$ cat src/rtl/ctrl_pkg.sv
// Shared encodings for the multicycle controller: FSM states,
// opcodes, instruction classes and ALU select/operation codes.
package ctrl_pkg;

  localparam logic [2:0] S_IDLE   = 3'd0;
  localparam logic [2:0] S_FETCH  = 3'd1;
  localparam logic [2:0] S_DECODE = 3'd2;
  localparam logic [2:0] S_EXEC   = 3'd3;
  localparam logic [2:0] S_MEM    = 3'd4;
  localparam logic [2:0] S_WB     = 3'd5;
  localparam logic [2:0] S_ERROR  = 3'd6;

  localparam logic [6:0] OP_R    = 7'b0110011;
  localparam logic [6:0] OP_ADDI = 7'b0010011;
  localparam logic [6:0] OP_LD   = 7'b0000011;
  localparam logic [6:0] OP_SD   = 7'b0100011;
  localparam logic [6:0] OP_BEQ  = 7'b1100011;

  typedef enum logic [2:0] {
    CLS_NONE = 3'd0,
    CLS_R    = 3'd1,
    CLS_ADDI = 3'd2,
    CLS_LD   = 3'd3,
    CLS_SD   = 3'd4,
    CLS_BEQ  = 3'd5
  } cls_t;

  localparam logic [1:0] ALU_OP_ADD  = 2'b00;
  localparam logic [1:0] ALU_OP_SUB  = 2'b01;
  localparam logic [1:0] ALU_OP_FUNC = 2'b10;
  localparam logic [1:0] ALU_OP_ADDI = 2'b11;

  localparam logic [1:0] ALU_SRC_B_RS2  = 2'b00;
  localparam logic [1:0] ALU_SRC_B_FOUR = 2'b01;
  localparam logic [1:0] ALU_SRC_B_IMM  = 2'b10;

endpackage

$ cat src/rtl/mc_opdecode.sv
// Combinational opcode classifier.
// Ports: opcode (IR[6:0]) -> cls (instruction class), illegal.
module mc_opdecode
  import ctrl_pkg::*;
(
  input  logic [6:0] opcode,
  output cls_t       cls,
  output logic       illegal
);

  always_comb begin
    cls     = CLS_NONE;
    illegal = 1'b0;
    unique case (1'b1)
      (opcode == OP_R):    cls = CLS_R;
      (opcode == OP_ADDI): cls = CLS_ADDI;
      (opcode == OP_LD):   cls = CLS_LD;
      (opcode == OP_SD):   cls = CLS_SD;
      (opcode == OP_BEQ):  cls = CLS_BEQ;
      default:             illegal = 1'b1;
    endcase
  end

endmodule

$ cat src/rtl/multicycle_ctrl.sv
// FSM sequencer for the multicycle RISC-V datapath: drives all datapath
// enables/selects and the shared-memory req/ack handshake with timeout.
// Ports: clk_i, rst_i (async, active-low), start_i, opcode_i, mem_ack_i in;
// mem_req_o, mem_we_o, iord_o, ir_we_o, pc_we_o, branch_o, alu_src_a_o,
// alu_src_b_o, alu_op_o, reg_we_o, memtoreg_o, busy_o, err_o out.
// Macro CTRL_PERF_EN adds cyc_cnt_o, instret_o, memwait_o counters.
module multicycle_ctrl
  import ctrl_pkg::*;
#(
  parameter int MEM_TIMEOUT = 16
`ifdef CTRL_PERF_EN
  ,
  parameter int CNT_W = 32
`endif
) (
  input  logic       clk_i,
  input  logic       rst_i,
  input  logic       start_i,
  input  logic [6:0] opcode_i,
  input  logic       mem_ack_i,
  output logic       mem_req_o,
  output logic       mem_we_o,
  output logic       iord_o,
  output logic       ir_we_o,
  output logic       pc_we_o,
  output logic       branch_o,
  output logic       alu_src_a_o,
  output logic [1:0] alu_src_b_o,
  output logic [1:0] alu_op_o,
  output logic       reg_we_o,
  output logic       memtoreg_o,
  output logic       busy_o,
  output logic       err_o
`ifdef CTRL_PERF_EN
  ,
  output logic [CNT_W-1:0] cyc_cnt_o,
  output logic [CNT_W-1:0] instret_o,
  output logic [CNT_W-1:0] memwait_o
`endif
);

  localparam int TW = $clog2(MEM_TIMEOUT + 1);

  logic [2:0]    state;
  logic [2:0]    nxt;
  cls_t          cls;
  cls_t          dec_cls;
  logic          dec_ill;
  logic [TW-1:0] tmo_cnt;
  logic          tmo_hit;
  logic          in_req;
  logic          ack;
  logic          bnd;
  logic [2:0]    bnd_st;

  mc_opdecode u_dec (
    .opcode  (opcode_i),
    .cls     (dec_cls),
    .illegal (dec_ill)
  );

  assign in_req  = (state == S_FETCH) || (state == S_MEM);
  // ack only means something while a request is outstanding
  assign ack     = in_req && mem_ack_i;
  assign tmo_hit = (tmo_cnt == TW'(MEM_TIMEOUT - 1));
  assign bnd_st  = start_i ? S_FETCH : S_IDLE;

  // Instruction retires on the edge that ends this cycle
  assign bnd = ((state == S_EXEC) && (cls == CLS_BEQ))
            || ((state == S_MEM) && ack && (cls == CLS_SD))
            || (state == S_WB);

  always_comb begin
    nxt = state;
    unique case (state)
      S_IDLE:   if (start_i) nxt = S_FETCH;
      S_FETCH: begin
        if (ack)          nxt = S_DECODE;
        else if (tmo_hit) nxt = S_ERROR;
      end
      S_DECODE: nxt = dec_ill ? S_ERROR : S_EXEC;
      S_EXEC: begin
        if (cls == CLS_BEQ)
          nxt = bnd_st;
        else if ((cls == CLS_LD) || (cls == CLS_SD))
          nxt = S_MEM;
        else
          nxt = S_WB;
      end
      S_MEM: begin
        if (ack)          nxt = (cls == CLS_LD) ? S_WB : bnd_st;
        else if (tmo_hit) nxt = S_ERROR;
      end
      S_WB:     nxt = bnd_st;
      S_ERROR:  nxt = S_ERROR;
      default:  nxt = S_IDLE;
    endcase
  end

  always_ff @(posedge clk_i or negedge rst_i) begin
    if (!rst_i) begin
      state   <= S_IDLE;
      cls     <= CLS_NONE;
      tmo_cnt <= '0;
    end else begin
      state <= nxt;
      if (state == S_DECODE)
        cls <= dec_cls;
      // Cleared outside requests and on ack, so every
      // FETCH/MEM entry starts from zero
      if (in_req && !ack)
        tmo_cnt <= tmo_cnt + 1'b1;
      else
        tmo_cnt <= '0;
    end
  end

  always_comb begin
    mem_req_o   = 1'b0;
    mem_we_o    = 1'b0;
    iord_o      = 1'b0;
    ir_we_o     = 1'b0;
    pc_we_o     = 1'b0;
    branch_o    = 1'b0;
    alu_src_a_o = 1'b0;
    alu_src_b_o = ALU_SRC_B_RS2;
    alu_op_o    = ALU_OP_ADD;
    reg_we_o    = 1'b0;
    memtoreg_o  = 1'b0;
    unique case (state)
      S_FETCH: begin
        mem_req_o   = 1'b1;
        ir_we_o     = mem_ack_i;
        pc_we_o     = mem_ack_i;
        alu_src_b_o = ALU_SRC_B_FOUR;
        alu_op_o    = ALU_OP_ADD;
      end
      S_EXEC: begin
        alu_src_a_o = 1'b1;
        unique case (cls)
          CLS_R: begin
            alu_src_b_o = ALU_SRC_B_RS2;
            alu_op_o    = ALU_OP_FUNC;
          end
          CLS_ADDI: begin
            alu_src_b_o = ALU_SRC_B_IMM;
            alu_op_o    = ALU_OP_ADDI;
          end
          CLS_LD, CLS_SD: begin
            alu_src_b_o = ALU_SRC_B_IMM;
            alu_op_o    = ALU_OP_ADD;
          end
          CLS_BEQ: begin
            alu_src_b_o = ALU_SRC_B_RS2;
            alu_op_o    = ALU_OP_SUB;
            branch_o    = 1'b1;
          end
          default: ;
        endcase
      end
      S_MEM: begin
        mem_req_o = 1'b1;
        iord_o    = 1'b1;
        mem_we_o  = (cls == CLS_SD);
      end
      S_WB: begin
        reg_we_o   = 1'b1;
        memtoreg_o = (cls == CLS_LD);
      end
      default: ;
    endcase
  end

  assign busy_o = (state != S_IDLE) && (state != S_ERROR);
  assign err_o  = (state == S_ERROR);

`ifdef CTRL_PERF_EN
  always_ff @(posedge clk_i or negedge rst_i) begin
    if (!rst_i) begin
      cyc_cnt_o <= '0;
      instret_o <= '0;
      memwait_o <= '0;
    end else begin
      if (busy_o)
        cyc_cnt_o <= cyc_cnt_o + 1'b1;
      if (bnd)
        instret_o <= instret_o + 1'b1;
      if (mem_req_o && !mem_ack_i)
        memwait_o <= memwait_o + 1'b1;
    end
  end
`else
  logic unused_bnd;
  assign unused_bnd = bnd;
`endif

endmodule

$ cat config.mk
export PLATFORM = sky130hd
export DESIGN_NAME = multicycle_ctrl
export DESIGN_NICKNAME = d
export VERILOG_FILES = /design/src/rtl/ctrl_pkg.sv /design/src/rtl/mc_opdecode.sv /design/src/rtl/multicycle_ctrl.sv
export SDC_FILE = /design/constraint.sdc
export NUM_CORES = 1
export LEC_CHECK = 0
export CORE_MARGIN = 10
export CORE_UTILIZATION = 46
export CTS_BUF_LIST = sky130_fd_sc_hd__clkbuf_8
export CTS_CLUSTER_SIZE = 30
export DETAILED_ROUTE_END_ITERATION = 10
export PLACE_DENSITY = 0.86
export SKIP_CTS_REPAIR_TIMING = 1
export SYNTH_ARGS = -nofsm -noshare
export SYNTH_HDL_FRONTEND = slang
export SYNTH_SLANG_ARGS = --single-unit
$ cat constraint.sdc
create_clock -name clk_i -period 2.1 [get_ports clk_i]
set_input_delay 0.525 -clock clk_i [delete_from_list [all_inputs] [get_ports clk_i]]
set_output_delay 0.525 -clock clk_i [all_outputs]
set_load 0.02 [all_outputs]
* Word level (Yosys, flattened, before mapping)
Cells that the tools add are included.
** Cells by class
- Add/subtract/negate cells :: 1
- Multipliers :: 0
- Divide/modulo/power cells :: 0
- Order comparisons :: 0
- Eq/ne operators :: 19
- Shift-type cells :: 0
- Muxes and demuxes :: 25
- Bitwise gates (word level) :: 0
- Reductions and logical operators :: 11
** Operators by type and width (count)
- 3-bit 2-to-1 mux :: 7
- 3-bit case mux with 7 select lines :: 1
- 3-bit == test (second input constant) :: 5
- 3-bit case mux with 5 select lines :: 1
- 7-bit by 6-bit == test with 1-bit output (second input constant) :: 2
- 3-bit by 2-bit == test with 1-bit output (second input constant) :: 4
- 1-bit 2-to-1 mux :: 11
- 7-bit by 2-bit == test with 1-bit output (second input constant) :: 1
- 7-bit by 5-bit == test with 1-bit output (second input constant) :: 1
- 7-bit == test (second input constant) :: 1
- 3-bit by 1-bit == test with 1-bit output (second input constant) :: 2
- 2-bit case mux with 3 select lines :: 1
- 5-bit by 1-bit adder with 5-bit output (second input constant) :: 1
- 5-bit by 4-bit == test with 1-bit output (second input constant) :: 1
- 5-bit 2-to-1 mux :: 1
- 5-bit OR reduction :: 1
- 2-bit 2-to-1 mux :: 2
- 2-bit case mux with 2 select lines :: 1
- 1-bit logical AND :: 3
- 3-bit logical NOT :: 1
- 3-bit != test (second input constant) :: 1
- 3-bit nonzero test :: 1
- 3-bit OR reduction :: 1
- 1-bit logical OR :: 2
- other kinds (3) :: 3
** Storage, ports and cells
- Bits in registers :: 11
- Latch bits :: 0
- RAM bits :: 0
- Bits in read-only memories :: 0
- Bits of input ports :: 11
- Word-level logic and storage cells :: 59
- Memories kept :: 0

* Logic depth before layout (Yosys ltp)
Gate-level depths: netlist of run 1.
- Word-level depth :: 6
- Gate-level depth with buffers :: 7
- Mapped depth without buffers :: 7

* Hierarchy
From an unflattened synthesis of run 1, not the netlist that was laid out.
** Unflattened totals
- Cells, all modules :: 100
- Area total of the unflattened synthesis :: 845.8 um^2
** By module, submodules not included
- multicycle_ctrl :: instances 1, cells an instance 90, area each 787.0 um^2, sequential area each 275.3 um^2
- mc_opdecode :: instances 1, cells an instance 10, area each 58.8 um^2, sequential area each 0.0 um^2

* Worst setup path after synthesis of run 1
No wires, ideal clock.
- Path kind :: flip-flop to output port
- Start point :: register state[0]
- End point :: output port mem_we_o
- Arrival :: 1.389 ns
- Data required time :: 1.575 ns
- Slack :: 0.186 ns
- Stages on the path, launching flop included :: 3
- Path buffers :: 0
- Cells stage by stage :: dfrtp_1 -> nor3b_1 -> and3_1
** On the way
- Word-level cells in the longest chain between the ends :: 2
** Ends and longest elaborated chain
- from (decl) :: line multicycle_ctrl.sv:44 : logic [2:0] state;
- from (signal assigned) :: line multicycle_ctrl.sv:106 : state <= nxt;
- 3-bit == test :: line multicycle_ctrl.sv:130 : unique case (state)
- 1-bit 2-to-1 mux :: line multicycle_ctrl.sv:130
- to (decl) :: line multicycle_ctrl.sv:22 : output logic mem_we_o,
No other way between the ends.

* Final worst setup path of run 1
- Start point :: register state[2]
- End point :: output port busy_o
** On the way
- Word-level cells in the longest chain between the ends :: 2
- Elaborated cells between the ends (all ways) :: 3
- Those cells by class :: 1 x eq/ne; 2 x reduce/logical
** Ends and longest elaborated chain
- 3-bit != test / 3-bit nonzero test (equally long branches) :: line multicycle_ctrl.sv:174 : assign busy_o = (state != S_IDLE) && (state != S_ERROR);
- 1-bit logical AND * :: line multicycle_ctrl.sv:174
- to (decl) :: line multicycle_ctrl.sv:32 : output logic busy_o,
Mark *: on every way between the ends. The rest lies on a longest branch, timed or not.

==> metrics.md, run 1 <==
| Metric | Value |
|---|---|
| Most frequent cells in the layout | `15 x dlymetal6s2s_1, 11 x dfrtp_1, 10 x nor2_1, 10 x clkdlybuf4s50_1, 10 x buf_4` |
| Grt met2 use | `20.4%` |
| Root buf cell | `clkbuf_8` |
| Hold crit path type | `flip-flop to flip-flop` |
| Clk sinks | `11` |
| Mapped Nets | `100` |
| Post-route insts no fill | `137` |
| Post-synthesis register bit count | `11` |
| RSZ-0062 raised after global routing | `false` |
| Detail Route Antenna Nets | `0` |
| Diodes inserted | `0` |
| Clk pin slew, worst setup/hold paths | `50 ps` |
| Netlist Area Pre-Place | `758 um2` |
| Total gr overflow | `0` |
| Pins Over Slew Limit | `0` |
| Rel. slew slack | `67.4%` |
| Met3 Track Usage GR | `2.71%` |
| Die area | `3670 um2` |
| WS Path Type | `flip-flop to output port` |
| Actual slew at the worst max-slew pin | `487 ps` |
| Pwr/cell area | `1050 nW/um2` |
| GR peak layer | `met2` |
| WP data arrival | `1490 ps` |
| CTS max path bufs | `2` |
| Initial DRC Count | `13` |
| Largest net degree at the start of global routing | `12` |
| Crit path required time | `1570 ps` |
| Area grow syn2layout | `53.5%` |
| RePlAce Congestion | `0.814` |
| Max-Cap Viols | `0` |
| Routed length per instance | `16.0 um` |
| Commonest non-fill, non-tap cell in the layout | `dlymetal6s2s_1` |
| H-tree depth | `1` |
| Clk_lat worst skew | `240 ps` |
| Vias in the first global route | `753` |
| CTS tree | `yes` |
| Peak VDD IR | `647 uV` |
| Setup violations, final | `0` |
| Total Routing Usage GR | `12.2%` |
| Row cnt | `14` |
| DR pass1 iterations | `4` |
| Via density | `5.75` |
| Fillers | `116` |
| Initial antenna violation count | `0` |
| Top Ports | `26` |
| Period minus WS final | `2010 ps` |
| HPWL Detailed | `1.69 mm` |
| Fin nets | `135` |
| Synth Warn # | `0` |
| Die H | `60.6 um` |
| Crit path launch type | `flip-flop` |
| Total CTS buffers | `3` |
| First-pass GRT wire length | `3.42 mm` |
| Number of port buffers | `25` |
| Final hold viol count | `0` |
| Initial Util | `49.2%` |
| Via count | `788` |
| Sum Neg Setup Slack | `0 ps` |
| Post-synth cell types | `40` |
| Gate Count Post-Synth | `87` |
| Grt met1 use | `13.7%` |
| DIE WIDTH | `60.6 um` |
| Synthesized area per cell | `8.72 um2` |
| Crit end category | `output port` |
| Max Clk Rate | `497 MHz` |
| Post-synthesis sequential area ratio | `36.3%` |
| CP Max Fanout | `5` |
| Lkg Pwr | `0.752 nW` |
| Status | `completed` |
| Post-Route WL | `2.19 mm` |
| DRC Markers | `0` |
| Number of cells after detailed placement | `133` |
| Part of the cycle the worst path needs | `95.9%` |
| Layout cells sized above 1 | `13.2%` |
| Core area | `1540 um2` |
| Skew final | `3.09 ps` |
Yosys cell counts:
cell	instances	area (um2)
a211oi_1	1	7.51
a211oi_2	1	12.5
a21oi_1	3	15.0
a2bb2oi_1	1	8.76
a311oi_1	1	8.76
a31oi_1	1	6.26
a32o_1	1	10.0
and2_1	2	12.5
and2b_1	1	7.51
and3_1	5	31.3
and3b_1	1	8.76
buf_2	4	20.0
buf_4	1	7.51
dfrtp_1	11	275
ha_1	2	25.0
inv_1	5	18.8
mux2_2	1	11.3
mux2i_1	1	10.0
nand2_1	6	22.5
nand2b_1	1	6.26
nand3_1	1	5.00
nand3b_1	1	7.51
nand4bb_1	1	11.3
nor2_1	10	37.5
nor2b_1	2	12.5
nor3_1	2	10.0
nor3b_1	1	7.51
nor4_1	2	12.5
o211a_1	1	10.0
o21ai_0	1	5.00
o21ai_1	2	10.0
o21bai_1	1	7.51
o311ai_1	1	8.76
o31ai_1	1	7.51
o32ai_1	1	8.76
or2_1	1	6.26
or3_1	2	12.5
or3b_1	1	8.76
xnor2_1	3	26.3
xor2_1	2	17.5
worst paths after layout:
kind / depth (start not counted) / slack [ps] / startpoint / to
worst max-delay path: 4 / 90 / state[2]$_DFFE_PN0P_ / busy_o
worst min-delay path: 1 / 480 / tmo_cnt[0]$_DFF_PN0_ / tmo_cnt[0]$_DFF_PN0_
worst max register to register: 7 / 280 / tmo_cnt[0]$_DFF_PN0_ / state[0]$_DFFE_PN0P_
worst min register to register: 1 / 480 / tmo_cnt[0]$_DFF_PN0_ / tmo_cnt[0]$_DFF_PN0_
max in group asynchronous: 1 / 1160 / rst_i / tmo_cnt[4]$_DFF_PN0_
min in group asynchronous: 1 / 610 / rst_i / state[2]$_DFFE_PN0P_
per-stage QoR:
step | total power, mW | instance area (um2) | utilization, % | setup WS [ps] | hold slack, ps
2_1_floorplan | 0.710 | 758 | - | 186 | 229
3_3_place_gp | 0.985 | 1080 | 69.8 | -170 | 452
3_5_place_dp | 1.01 | 1080 | 69.8 | -174 | 480
4_1_cts | 1.23 | 1120 | 72.7 | -272 | 486
5_1_grt | 1.30 | 1160 | 75.5 | 26.2 | 507
6_report | 1.22 | 1160 | 75.5 | 86.8 | 483
registers in the layout, indices dropped and copies added (netlist names):
signal / flops
cls: 3
state: 3
tmo_cnt: 5
area by class of cell:
class | instances | area (um2) | area share, %
clock buffer | 3 | 41.3 | 3.55
clock inverter | 1 | 3.75 | 0.323
inverter | 5 | 18.8 | 1.61
multi-input combinational | 66 | 442 | 38.0
sequential | 11 | 275 | 23.7
tap | 16 | 20.0 | 1.72
timing repair buffer | 35 | 363 | 31.2
power by group:
part / internal, mW / total (mW) / switching [mW]
Combinational: 0.335 / 0.676 / 0.341
Clock: 0.129 / 0.211 / 0.0825
Sequential: 0.260 / 0.330 / 0.0694
Total: 0.724 / 1.22 / 0.493
layer usage:
metal | vias up | part of all wire [%]
li1 | 378 | -
met1 | 380 | 44
met3 | 8 | 3.9
met5 | - | 0
met4 | 0 | 3.5
met2 | 22 | 48
worst max-delay path, stage by stage (launching register included):
cell and delay (ps):
dfrtp_1 410, buf_4 160, and2b_1 160, or3_1 300, dlymetal6s2s_1 220
cell families after synthesis:
family	share of synthesized area, %
multiplexers	2.81
AO/OA/AOI/OAI	16.7
buffers and inverters	6.11
XOR/XNOR	5.78
flip-flops	36.3
adder cells (fa/ha/maj)	3.30
AND/OR/NAND/NOR	29.0
(Power assumes the default switching activity.)
==> run 2, diff against run 1 <==
--- a/constraint.sdc
+++ b/constraint.sdc
@@ -3,2 +3,2 @@
 set_output_delay 0.525 -clock clk_i [all_outputs]
-set_load 0.02 [all_outputs]
+set_load 0.1 [all_outputs]
==> metrics.md, run 2 (same netlist as run 1, synthesis figures left out) <==
| Metric | Value |
|---|---|
| Status | `completed` |
| Number of flip-flops in the largest register | `5` |
| Peak VDD IR | `942 uV` |
| Detail Route Antenna Nets | `0` |
| Seq pwr share | `18.3%` |
| Initial DRC Count | `30` |
| CP Max Fanout | `9` |
| Pwr/cell area | `1450 nW/um2` |
| Largest net degree at the start of global routing | `12` |
| Clk_lat worst skew | `240 ps` |
| Setup violations, final | `0` |
| Biggest register | `tmo_cnt` |
| Crit path required time | `1570 ps` |
| Min-Delay Path Depth | `1` |
| Register-to-Register Setup Slack | `190 ps` |
| Register Area | `279 um2` |
| CTS max path bufs | `2` |
| Logic gate share of total power | `70.9%` |
| Lkg Pwr | `0.561 nW` |
| Clock Power Share | `10.8%` |
| CP peak stage delay | `450 ps` |
| Via density | `5.98` |
| Initial antenna violation count | `0` |
| Critical Path, Cell by Cell | `buf_4 -> or3_1 -> buf_12` |
| Die area | `3670 um2` |
| Pwr Total | `1.93 mW` |
| Fin nets | `131` |
| Total gr overflow | `0` |
| DR pass1 iterations | `4` |
| Area grow syn2layout | `75.7%` |
| Total Routing Usage GR | `13.2%` |
| WS Path Type | `flip-flop to output port` |
| Max Clk Rate | `491 MHz` |
| CTS tree | `yes` |
| Diodes inserted | `0` |
| Hold Crit Start | `tmo_cnt[0]$_DFF_PN0_` |
| Via count | `796` |
| Hold crit path type | `flip-flop to flip-flop` |
| First-pass GRT wire length | `3.72 mm` |
| Slowest CP cell | `dfrtp_1` |
| Clk sinks | `11` |
| DRC Markers | `0` |
| Top Ports | `26` |
| R2r startpoint | `tmo_cnt[0]$_DFF_PN0_` |
| Skew final | `1.07 ps` |
| Actual slew at the worst max-slew pin | `498 ps` |
| Switch share | `53.4%` |
| RSZ-0062 raised after global routing | `false` |
| Clk pin slew, worst setup/hold paths | `50 ps` |
| Period minus WS final | `2040 ps` |
| Post-route insts no fill | `133` |
| Most frequent cells in the layout | `15 x buf_12, 10 x clkdlybuf4s50_1, 8 x dfrtp_1` |
| Part of the cycle the worst path needs | `96.9%` |
| Number of port buffers | `25` |
| Switching power | `1.03 mW` |
| Multi-input logic area | `515 um2` |
| Pint | `0.899 mW` |
| Core area | `1540 um2` |
| Fillers | `75` |
| Layout cells sized above 1 | `36.8%` |
| Post-Route WL | `2.25 mm` |
| DIE WIDTH | `60.6 um` |
| Reg2Reg Depth | `7` |
| Hold endpoint | `tmo_cnt[0]$_DFF_PN0_` |
| Capturing point of the worst reg2reg path | `state[0]$_DFFE_PN0P_` |
| Routed length per instance | `16.9 um` |
| Total CTS buffers | `3` |
| Max-Cap Viols | `0` |
| Pins Over Slew Limit | `0` |
| Vias in the first global route | `789` |
| Final hold viol count | `0` |
| HPWL Detailed | `1.69 mm` |
| Rel. slew slack | `66.7%` |
| Commonest non-fill, non-tap cell in the layout | `buf_12` |
| H-tree depth | `1` |
| Crit path launch type | `flip-flop` |
| Crit end category | `output port` |
| RePlAce Congestion | `0.805` |
| Largest regs | `tmo_cnt (5), cls (3), state (3)` |
| Number of cells after detailed placement | `129` |
| Die H | `60.6 um` |
| Root buf cell | `clkbuf_8` |
| WP data arrival | `1510 ps` |
| Row cnt | `14` |
| Initial Util | `49.2%` |
## run 2: power groups by stage
stage / combinational [mW] / sequential, mW / clock [mW]
4_1_cts: 1.37 / 0.345 / 0.212
3_5_place_dp: 1.36 / 0.344 / 0
6_report: 1.37 / 0.354 / 0.208
2_1_floorplan: 0.964 / 0.321 / 0
5_1_grt: 1.43 / 0.362 / 0.228
3_3_place_gp: 1.34 / 0.339 / 0
## run 2: worst max path at each step
stage / startpoint / to / slack, ps / cells past startpoint
floorplan: state[0]$_DFFE_PN0P_ / mem_we_o / -280 / 2
global placement: mem_ack_i / ir_we_o / 210 / 3
detailed placement: mem_ack_i / state[0]$_DFFE_PN0P_ / 130 / 6
CTS: state[2]$_DFFE_PN0P_ / alu_op_o[1] / 4 / 4
global route: state[0]$_DFFE_PN0P_ / memtoreg_o / 3 / 4
finish: state[0]$_DFFE_PN0P_ / busy_o / 60 / 3
## run 2: area by class of cell
type                       count  area share, %
multi-input combinational     66           38.7
inverter                       5           1.78
clock inverter                 1          0.282
tap                           16           1.50
clock buffer                   3           3.10
timing repair buffer          31           33.7
sequential                    11           20.9
## run 2: worst max-delay path: cells and delay by family, from the launching register on
family	cells	cell delay [ps]
buffers and inverters	2	400
flip-flops	1	450
AND/OR/NAND/NOR	1	420
## run 2: stage by stage
stage / hold WS [ps] / worst slack (ps) / utilization [%] / setup TNS, ps / cell area, um2
finish: 484 / 65.0 / 86.4 / 0 / 1330
global route: 502 / 3.37 / 86.4 / 0 / 1330
CTS: 483 / 4.18 / 86.0 / 0 / 1330
detailed placement: 473 / 134 / 83.0 / 0 / 1280
global placement: 448 / 213 / 83.0 / 0 / 1280
floorplan: 229 / -281 / - / -754 / 870
## run 2: per-layer routing
metal / routed length (um) / vias to the layer above / track usage [%]
met2: 1090 / 43 / 20.7
met1: 849 / 368 / 14.5
li1: - / 375 / -
met5: 0 / - / 0
met4: 63 / 0 / 7.84
met3: 247 / 10 / 5.64
